===== config.mk =====
export PLATFORM = sky130hd
export DESIGN_NAME = program_loader
export DESIGN_NICKNAME = d
export VERILOG_FILES = /design/src/rtl/program_loader.sv
export SDC_FILE = /design/constraint.sdc
export NUM_CORES = 1
export LEC_CHECK = 0
export CAP_MARGIN = 30
export CORE_ASPECT_RATIO = 0.9
export CORE_MARGIN = 2
export CORE_UTILIZATION = 49
export CTS_CLUSTER_SIZE = 12
export DETAILED_ROUTE_END_ITERATION = 7
export HOLD_SLACK_MARGIN = 0.06
export PLACE_DENSITY = 0.84
export SYNTH_ARGS = -nofsm -noshare
export SYNTH_HDL_FRONTEND = slang
export SYNTH_SLANG_ARGS = --single-unit

===== constraint.sdc =====
create_clock -name clk -period 2.5 [get_ports clk]
set_clock_uncertainty 0.05 [all_clocks]
set_input_delay 0.75 -clock clk [delete_from_list [all_inputs] [get_ports clk]]
set_output_delay 0.75 -clock clk [all_outputs]
set_load 0.02 [all_outputs]

===== src/rtl/program_loader.sv =====
// Byte-stream program loader: packs UART bytes into instruction words, writes them to
// program memory and holds the CPU in reset until the load ends. Option macro: LOADER_CHECKSUM_EN.
module program_loader #(
   parameter int ADDR_LENGTH        = 11,
   parameter int INSTRUCTION_LENGTH = 16,
   parameter int BYTE_LENGTH        = 8
) (
   input  logic                          clk,
   input  logic                          reset,
   input  logic [BYTE_LENGTH-1:0]        rx_data,
   input  logic                          rx_done,
   output logic                          pm_we,
   output logic [ADDR_LENGTH-1:0]        pm_addr,
   output logic [INSTRUCTION_LENGTH-1:0] pm_data,
   output logic                          cpu_reset,
   output logic                          loaded,
   output logic                          error,
   output logic [ADDR_LENGTH:0]          instr_count
);

   localparam logic [ADDR_LENGTH-1:0] ADDR_MAX  = {ADDR_LENGTH{1'b1}};
   localparam logic [ADDR_LENGTH-1:0] ADDR_ONE  = {{(ADDR_LENGTH-1){1'b0}}, 1'b1};
   localparam logic [ADDR_LENGTH:0]   COUNT_ONE = {{ADDR_LENGTH{1'b0}}, 1'b1};

   typedef enum logic [2:0] {
      S_WAIT_HI = 3'd0,
      S_WAIT_LO = 3'd1,
      S_WRITE   = 3'd2,
      S_RUN     = 3'd3
`ifdef LOADER_CHECKSUM_EN
      ,
      S_WAIT_CK = 3'd4,
      S_ERROR   = 3'd5
`endif
   } state_e;

   state_e                          state_q, state_d;
   logic [BYTE_LENGTH-1:0]          hi_q, hi_d;
   logic                            pm_we_q, pm_we_d;
   logic [ADDR_LENGTH-1:0]          pm_addr_q, pm_addr_d;
   logic [INSTRUCTION_LENGTH-1:0]   pm_data_q, pm_data_d;
   logic                            cpu_reset_q, cpu_reset_d;
   logic                            loaded_q, loaded_d;
   logic [ADDR_LENGTH:0]            instr_count_q, instr_count_d;
   logic                            terminate_s;
`ifdef LOADER_CHECKSUM_EN
   logic [BYTE_LENGTH-1:0]          xor_q, xor_d;
   logic                            error_q, error_d;
`endif

   // A load ends on the HLT word or when the last memory address has been written.
   assign terminate_s = (pm_data_q == {INSTRUCTION_LENGTH{1'b0}}) || (pm_addr_q == ADDR_MAX);

   // Next-state and next-output logic for the loader FSM.
   always_comb begin
      state_d       = state_q;
      hi_d          = hi_q;
      pm_we_d       = 1'b0;
      pm_addr_d     = pm_addr_q;
      pm_data_d     = pm_data_q;
      cpu_reset_d   = cpu_reset_q;
      loaded_d      = loaded_q;
      instr_count_d = instr_count_q;
`ifdef LOADER_CHECKSUM_EN
      xor_d         = xor_q;
      error_d       = error_q;
`endif
      case (state_q)
         S_WAIT_HI: begin
            if (rx_done) begin
               hi_d    = rx_data;
               state_d = S_WAIT_LO;
`ifdef LOADER_CHECKSUM_EN
               xor_d   = xor_q ^ rx_data;
`endif
            end else begin
               state_d = S_WAIT_HI;
            end
         end
         S_WAIT_LO: begin
            if (rx_done) begin
               pm_data_d = {hi_q, rx_data};
               pm_we_d   = 1'b1;
               state_d   = S_WRITE;
`ifdef LOADER_CHECKSUM_EN
               xor_d     = xor_q ^ rx_data;
`endif
            end else begin
               state_d = S_WAIT_LO;
            end
         end
         S_WRITE: begin
            instr_count_d = instr_count_q + COUNT_ONE;
            if (terminate_s) begin
`ifdef LOADER_CHECKSUM_EN
               state_d     = S_WAIT_CK;
`else
               state_d     = S_RUN;
               cpu_reset_d = 1'b0;
               loaded_d    = 1'b1;
`endif
            end else begin
               pm_addr_d = pm_addr_q + ADDR_ONE;
               // A byte landing in the write cycle is the next word's high byte.
               if (rx_done) begin
                  hi_d    = rx_data;
                  state_d = S_WAIT_LO;
`ifdef LOADER_CHECKSUM_EN
                  xor_d   = xor_q ^ rx_data;
`endif
               end else begin
                  state_d = S_WAIT_HI;
               end
            end
         end
         S_RUN: begin
            state_d     = S_RUN;
            cpu_reset_d = 1'b0;
            loaded_d    = 1'b1;
         end
`ifdef LOADER_CHECKSUM_EN
         S_WAIT_CK: begin
            if (rx_done) begin
               if (rx_data == xor_q) begin
                  state_d     = S_RUN;
                  cpu_reset_d = 1'b0;
                  loaded_d    = 1'b1;
               end else begin
                  state_d     = S_ERROR;
                  error_d     = 1'b1;
               end
            end else begin
               state_d = S_WAIT_CK;
            end
         end
         S_ERROR: begin
            state_d     = S_ERROR;
            error_d     = 1'b1;
            cpu_reset_d = 1'b1;
            loaded_d    = 1'b0;
         end
`endif
         default: begin
            state_d = S_WAIT_HI;
         end
      endcase
   end

   // State and output registers with synchronous reset.
   always_ff @(posedge clk) begin
      if (reset) begin
         state_q       <= S_WAIT_HI;
         hi_q          <= {BYTE_LENGTH{1'b0}};
         pm_we_q       <= 1'b0;
         pm_addr_q     <= {ADDR_LENGTH{1'b0}};
         pm_data_q     <= {INSTRUCTION_LENGTH{1'b0}};
         cpu_reset_q   <= 1'b1;
         loaded_q      <= 1'b0;
         instr_count_q <= {(ADDR_LENGTH+1){1'b0}};
`ifdef LOADER_CHECKSUM_EN
         xor_q         <= {BYTE_LENGTH{1'b0}};
         error_q       <= 1'b0;
`endif
      end else begin
         state_q       <= state_d;
         hi_q          <= hi_d;
         pm_we_q       <= pm_we_d;
         pm_addr_q     <= pm_addr_d;
         pm_data_q     <= pm_data_d;
         cpu_reset_q   <= cpu_reset_d;
         loaded_q      <= loaded_d;
         instr_count_q <= instr_count_d;
`ifdef LOADER_CHECKSUM_EN
         xor_q         <= xor_d;
         error_q       <= error_d;
`endif
      end
   end

   assign pm_we       = pm_we_q;
   assign pm_addr     = pm_addr_q;
   assign pm_data     = pm_data_q;
   assign cpu_reset   = cpu_reset_q;
   assign loaded      = loaded_q;
   assign instr_count = instr_count_q;
`ifdef LOADER_CHECKSUM_EN
   assign error       = error_q;
`else
   assign error       = 1'b0;
`endif

endmodule


# ---- Yosys cells after proc, flatten, opt, wreduce, memory -nomap -nowiden
# Index checks and enable logic that the tools add are counted.
dict set report totals {
  out_inout_bits 43
  rom_bits 0
  mem_count 0
  word_cells 40
  regBits 53
  mem_bits_rw 0
  latch_bits 0
  input_bits 11
}
dict set report classes {
  multipliers 0
  magnitude_cmp 0
  div 0
  n_mux 12
  n_bitwise 2
  shift 0
  n_eq_ne 6
  add_sub_neg 2
  n_reduce_logical 10
}
# op n
set op_table {}
lappend op_table {{16-bit zero test} 1}
lappend op_table {{8-bit two-way mux} 2}
lappend op_table {{8-bit case mux with 2 select lines} 1}
lappend op_table {{12-bit by 1-bit adder with 12-bit output, second input constant} 1}
lappend op_table {{3-bit case mux with 4 select lines} 1}
lappend op_table {{11-bit by 1-bit adder with 11-bit output, second input constant} 1}
lappend op_table {{11-bit == test, second input constant} 1}
lappend op_table {{2-bit AND reduction} 4}
lappend op_table {{3-bit by 2-bit == test with 1-bit output, second input constant} 2}
lappend op_table {{1-bit two-way mux} 4}
lappend op_table {{2-bit inequality test, second input constant} 2}
lappend op_table {{1-bit case mux with 2 select lines} 2}
lappend op_table {{2-bit nonzero test} 2}
lappend op_table {{3-bit by 1-bit == test with 1-bit output, second input constant} 1}
lappend op_table {{3-bit zero test} 1}
lappend op_table {{3-bit two-way mux} 1}
lappend op_table {{2-bit two-way mux} 1}
lappend op_table {{1-bit NOT} 2}
lappend op_table {{2-bit OR reduction} 1}
lappend op_table {{1-bit logical OR} 1}

# ---- Longest topological paths before layout
dict set report depth {
  depth_word 4
  ltp_mapped 6
  ltp_nobuf 5
}

# ---- Worst setup path after synthesis
# Ideal clock, no wire load.
dict set report synth_timing {
  kind {register to register}
  from {register pm_addr_q[0], in the netlist pm_addr[0]}
  to {register hi_q[0]}
  arrival_time_ns 1.686
  t_required_ns 2.378
  n_path_buf 0
  slack_ns 0.692
  setup_time_ns 0.072
  path_stages_with_launch 6
  period_less_slack_ns 1.808
  path_cell_list {dfxtp_1 -> ha_1 -> and3_1 -> and3_4 -> a221oi_4 -> mux2i_1}
}
dict set report synth_via {
  elab_chain_len 4
}
# item line
set synth_lines {}
lappend synth_lines {{start, declared} 40} ;# logic [ADDR_LENGTH-1:0] pm_addr_q, pm_addr_d;
lappend synth_lines {{start signal, assigned} 155} ;# pm_addr_q <= {ADDR_LENGTH{1'b0}};
lappend synth_lines {{start signal, assigned} 168} ;# pm_addr_q <= pm_addr_d;
lappend synth_lines {{11-bit == test} 52} ;# assign terminate_s = (pm_data_q == {INSTRUCTION_LENGTH{1'b0}}) || (pm_addr_q == ADDR_MAX);
lappend synth_lines {{1-bit logical OR} 52}
lappend synth_lines {{2-bit inequality test (no line)} n/a}
lappend synth_lines {{2-bit AND reduction (no line)} n/a}
lappend synth_lines {{end signal, assigned} 153} ;# hi_q <= {BYTE_LENGTH{1'b0}};
lappend synth_lines {{end signal, assigned} 166} ;# hi_q <= hi_d;
lappend synth_lines {{end, declared} 38} ;# logic [BYTE_LENGTH-1:0] hi_q, hi_d;
# Every way passes these cells.
# A chain may end at the register's enable or synchronous reset.

# ---- Final worst setup path
dict set report layout_timing {
  from {register pm_addr_q[2], in the netlist pm_addr[2]}
  to {output port pm_addr[2]}
}
# item line
set layout_rtl {}
lappend layout_rtl {{end, declared} 13} ;# output logic [ADDR_LENGTH-1:0] pm_addr,
# No word-level cell between the ends.

==> results by group <==
Status
  • Run status: completed

Pwr
  • Net Sw Frac: 25.36%
  • Post-route total power: 2.018 mW
  • Cell area power density: 675.2 mW/mm2
  • Power share of the combinational group: 15.8%
  • Maximum vdd drop: 0.4714 mV
  • Internal: 1.507 mW
  • Net switching component of the power: 0.5118 mW
  • Register share of total power: 45.3%
  • Clock network fraction of design power: 38.9%
  • Static Leak: 1.072 nW

STA
  • Slew at the pin closest to its max-slew limit: 669.3 ps
  • Setup repair after global routing missed its margin: false
  • Worst rel slew slack: 55.33%
  • Final hold violations: 0
  • Number of failing setup endpoints in the final timing report: 0
  • Total count of max-transition violations in the final report: 0
  • Setup slack of the critical path after layout: 246.2 ps
  • Worst hold margin: 412.0 ps
  • Share of the clock period used by the worst path after layout: 90.15%
  • Clock period minus worst slack: 2254 ps
  • Maximum frequency from static timing analysis: 443.7 MHz
  • Setup total negative slack: 0 ps

Run
  • Max Cap Viol: 0

Routing
  • Met3 wire length: 301 um
  • Initial DRC Count: 94
  • Count of nets left with antenna violations after detail routing: 0
  • Wirelength, routed: 5.294 mm
  • Vias: 2029
  • Detail-routed via count per cell: 5.411
  • Wire length on met2: 2.511 mm
  • Top routing layer used: met4
  • Average wire per standard cell: 14.12 um
  • DR pass1 iterations: 4
  • Wl on met1: 2.405 mm
  • Detailed-route DRC error count: 0

Worst hold path
  • Depth of the worst hold-timing path: 2
  • HP Class: reg2reg
  • Worst min-delay path startpoint: hi_q[1]
  • Sink of the worst hold path: pm_data[9]

Clock tree
  • Insertion delay to the later sink of the worst-skew pair: 310 ps
  • Library cell used as clock root buffer: clkbuf_8
  • Clock buffer depth: 2
  • Clk slew on worst S/H paths: 100 ps
  • TritonCTS Buffers: 5
  • Number of levels in the clock H-tree: 2
  • TritonCTS clock tree: yes
  • Sink count of the clock tree: 52
  • Number of hold buffers added after CTS: 0
  • PostCTS Resize Cnt: 0
  • Post-CTS setup buffers: 0

Logic synthesis
  • Yosys cell types: 39
  • Post-synthesis instance area: 0.002262 mm2
  • Cell count after synthesis: 262
  • Number of warning messages in the yosys log: 0
  • Synthesized area per cell: 8.634 um2
  • Dominant synthesized flop cell: dfxtp_1
  • Share of the synthesized area in the top cell type: 46.02%
  • Most instantiated library cell after synthesis: nand2_1
  • Share of synthesized flip-flops with an asynchronous set or reset: 0%
  • Library cell with the largest summed area after synthesis: dfxtp_1
  • Syn nets: 275
  • Number of synthesized flops with an enable pin: 0
  • Cells taking the most area after synthesis: dfxtp_1, nand2_1, a21oi_1
  • Seq cells post-synth: 52
  • Sequential share of the synthesized area: 46.02%
  • Top cells by count, synth: nand2_1, dfxtp_1, a21oi_1

Layout
  • Proportion of layout cells with a drive suffix above 1: 8.307%
  • Footprint of the flip-flops and latches: 0.001041 mm2
  • # diodes: 0
  • Multi-input gate area: 0.001127 mm2
  • Nets: 325
  • Filler Cell Count: 372
  • Final core area utilization: 67.01%
  • Post-synthesis to final-layout area growth: 32.14%

Critical path
  • Largest stage delay on the critical path: 660 ps
  • Crit Path Category: reg2out
  • Cell count of the worst reg-to-reg path: 4
  • Worst EP arrival: 1450 ps
  • Reg2Reg Setup Slack: 420 ps
  • Ordered cell list for the critical path: clkdlybuf4s50_1
  • Critical Path Slowest Stage Cell: clkdlybuf4s50_1
  • Stages on worst setup path: 1
  • CP Data Required Time: 1700 ps
  • Dominant delay contributor by cell family on the critical path: buffers and inverters
  • Worst flop-to-flop path startpoint: pm_data[10]
  • Kind of end point of the critical path: output port
  • R2R Path End: pm_addr[4]
  • Buf/Inv on CP: 1
  • Maximum fanout along the worst path: 8
  • Worst Setup Start Kind: register

Placed design
  • Port buffer count: 52
  • HPWL after detailed placement: 3.650 mm
  • Worst setup slack before clock tree synthesis: 202.0 ps
  • Global placer's final weighted congestion: 0.8712

GRT
  • Vias in the first global route: 1916
  • Sum of overflow across all layers after global routing: 0
  • Global-route wire length before repair: 8.694 mm
  • Maximum number of pins on one net before global-route repair: 30
  • Number of antenna violations at the first check in global routing: 0
  • Total routing usage reported by global routing: 22.14%

Floorplanning
  • Initial core utilization: 50.72%
  • Io pins: 54
  • Std cell rows: 23
  • Height of the chip: 68.46 um
  • Die extent in x: 75.62 um
  • Die Area: 0.005177 mm2
  • Placeable Area: 0.004461 mm2
==> layout make-up <==
class	instances	area share, %
Timing Repair Buffer	59	19.17
Multi-Input combinational cell	191	37.71
Tap cell	62	2.595
Clock inverter	3	3.014
Inverter	3	0.3767
Clock buffer	5	2.302
Sequential cell	52	34.83
==> routing by layer <==
| metal | track usage (%) | vias up |
|---|---|---|
| met4 | 7.675 | 0 |
| met5 | 0 | - |
| met3 | 4.418 | 8 |
| met1 | 28.13 | 944 |
| met2 | 37.39 | 70 |
| li1 | - | 1007 |
==> power groups by stage <==
stage          logic [mW]  clock network (mW)  registers (mW)
6_report            0.319               0.786           0.914
5_1_grt             0.349               0.822           0.921
4_1_cts             0.321               0.789           0.914
3_5_place_dp        0.318                   0           0.932
3_3_place_gp        0.309                   0           0.931
2_1_floorplan       0.203                   0           0.947
==> registers in the layout, indices dropped and copies added (netlist names) <==
signal and count:
cpu_reset 1, instr_count 12, pm_data 16, state_q 2, hi_q 8, pm_addr 11, loaded 1, pm_we 1
==> stage by stage <==
step           cell area [um2]  instances
6_report                  2989        375
5_1_grt                   2989        375
4_1_cts                   2989        375
3_5_place_dp              2830        367
3_3_place_gp              2830        367
2_1_floorplan             2262        262
==> worst min-delay path, stage by stage (launching register included) <==
cell and delay, ps:
dfxtp_1 320, nand2_1 50, a21oi_1 50
==> how the worst max path moves through the flow <==
stage	startpoint	end	slack, ps
6_report	pm_addr[2]	pm_addr[2]	250
5_1_grt	pm_addr[2]	pm_addr[2]	190
4_1_cts	pm_addr[2]	pm_addr[2]	260
2_1_floorplan	pm_addr[0]	hi_q[0]	690
3_5_place_dp	rx_done	hi_q[3]	200
3_3_place_gp	reset	cpu_reset	270
==> placed cells by master, fill, tap and decap left out <==
cell type and instances:
and3_4 1, xor2_1 8, mux2i_1 10, and4b_1 2, nand3_1 7, o41ai_1 3
xnor2_1 2, o21ai_0 4, nand2_1 60, and4_1 4, nor3b_1 1, o311ai_0 3
clkdlybuf4s50_1 52, or4_1 3, o21a_1 1, nor2b_1 5, inv_1 3, and2_1 2
nor3_1 2, o311ai_1 1, mux2_2 4, conb_1 1, nor3_2 1, nor2_1 18
clkbuf_8 5, or2_2 4, nand2b_1 1, nor4_1 7, ha_1 2, a21oi_1 20
and3_1 2, a22o_1 1, dfxtp_1 52, bufinv_16 3, o31ai_1 3, buf_4 7
or3_1 1, a221oi_4 1, nand4_1 6
==> logic make-up after synthesis <==
group	share of synthesized area, %
compound gates	10.90
xor+xnor	3.872
fa+ha+maj	1.106
buf+inv	4.148
flops	46.02
mux	6.416
other cells	0.1658
simple gates	27.38
(Power assumes the default switching activity.)
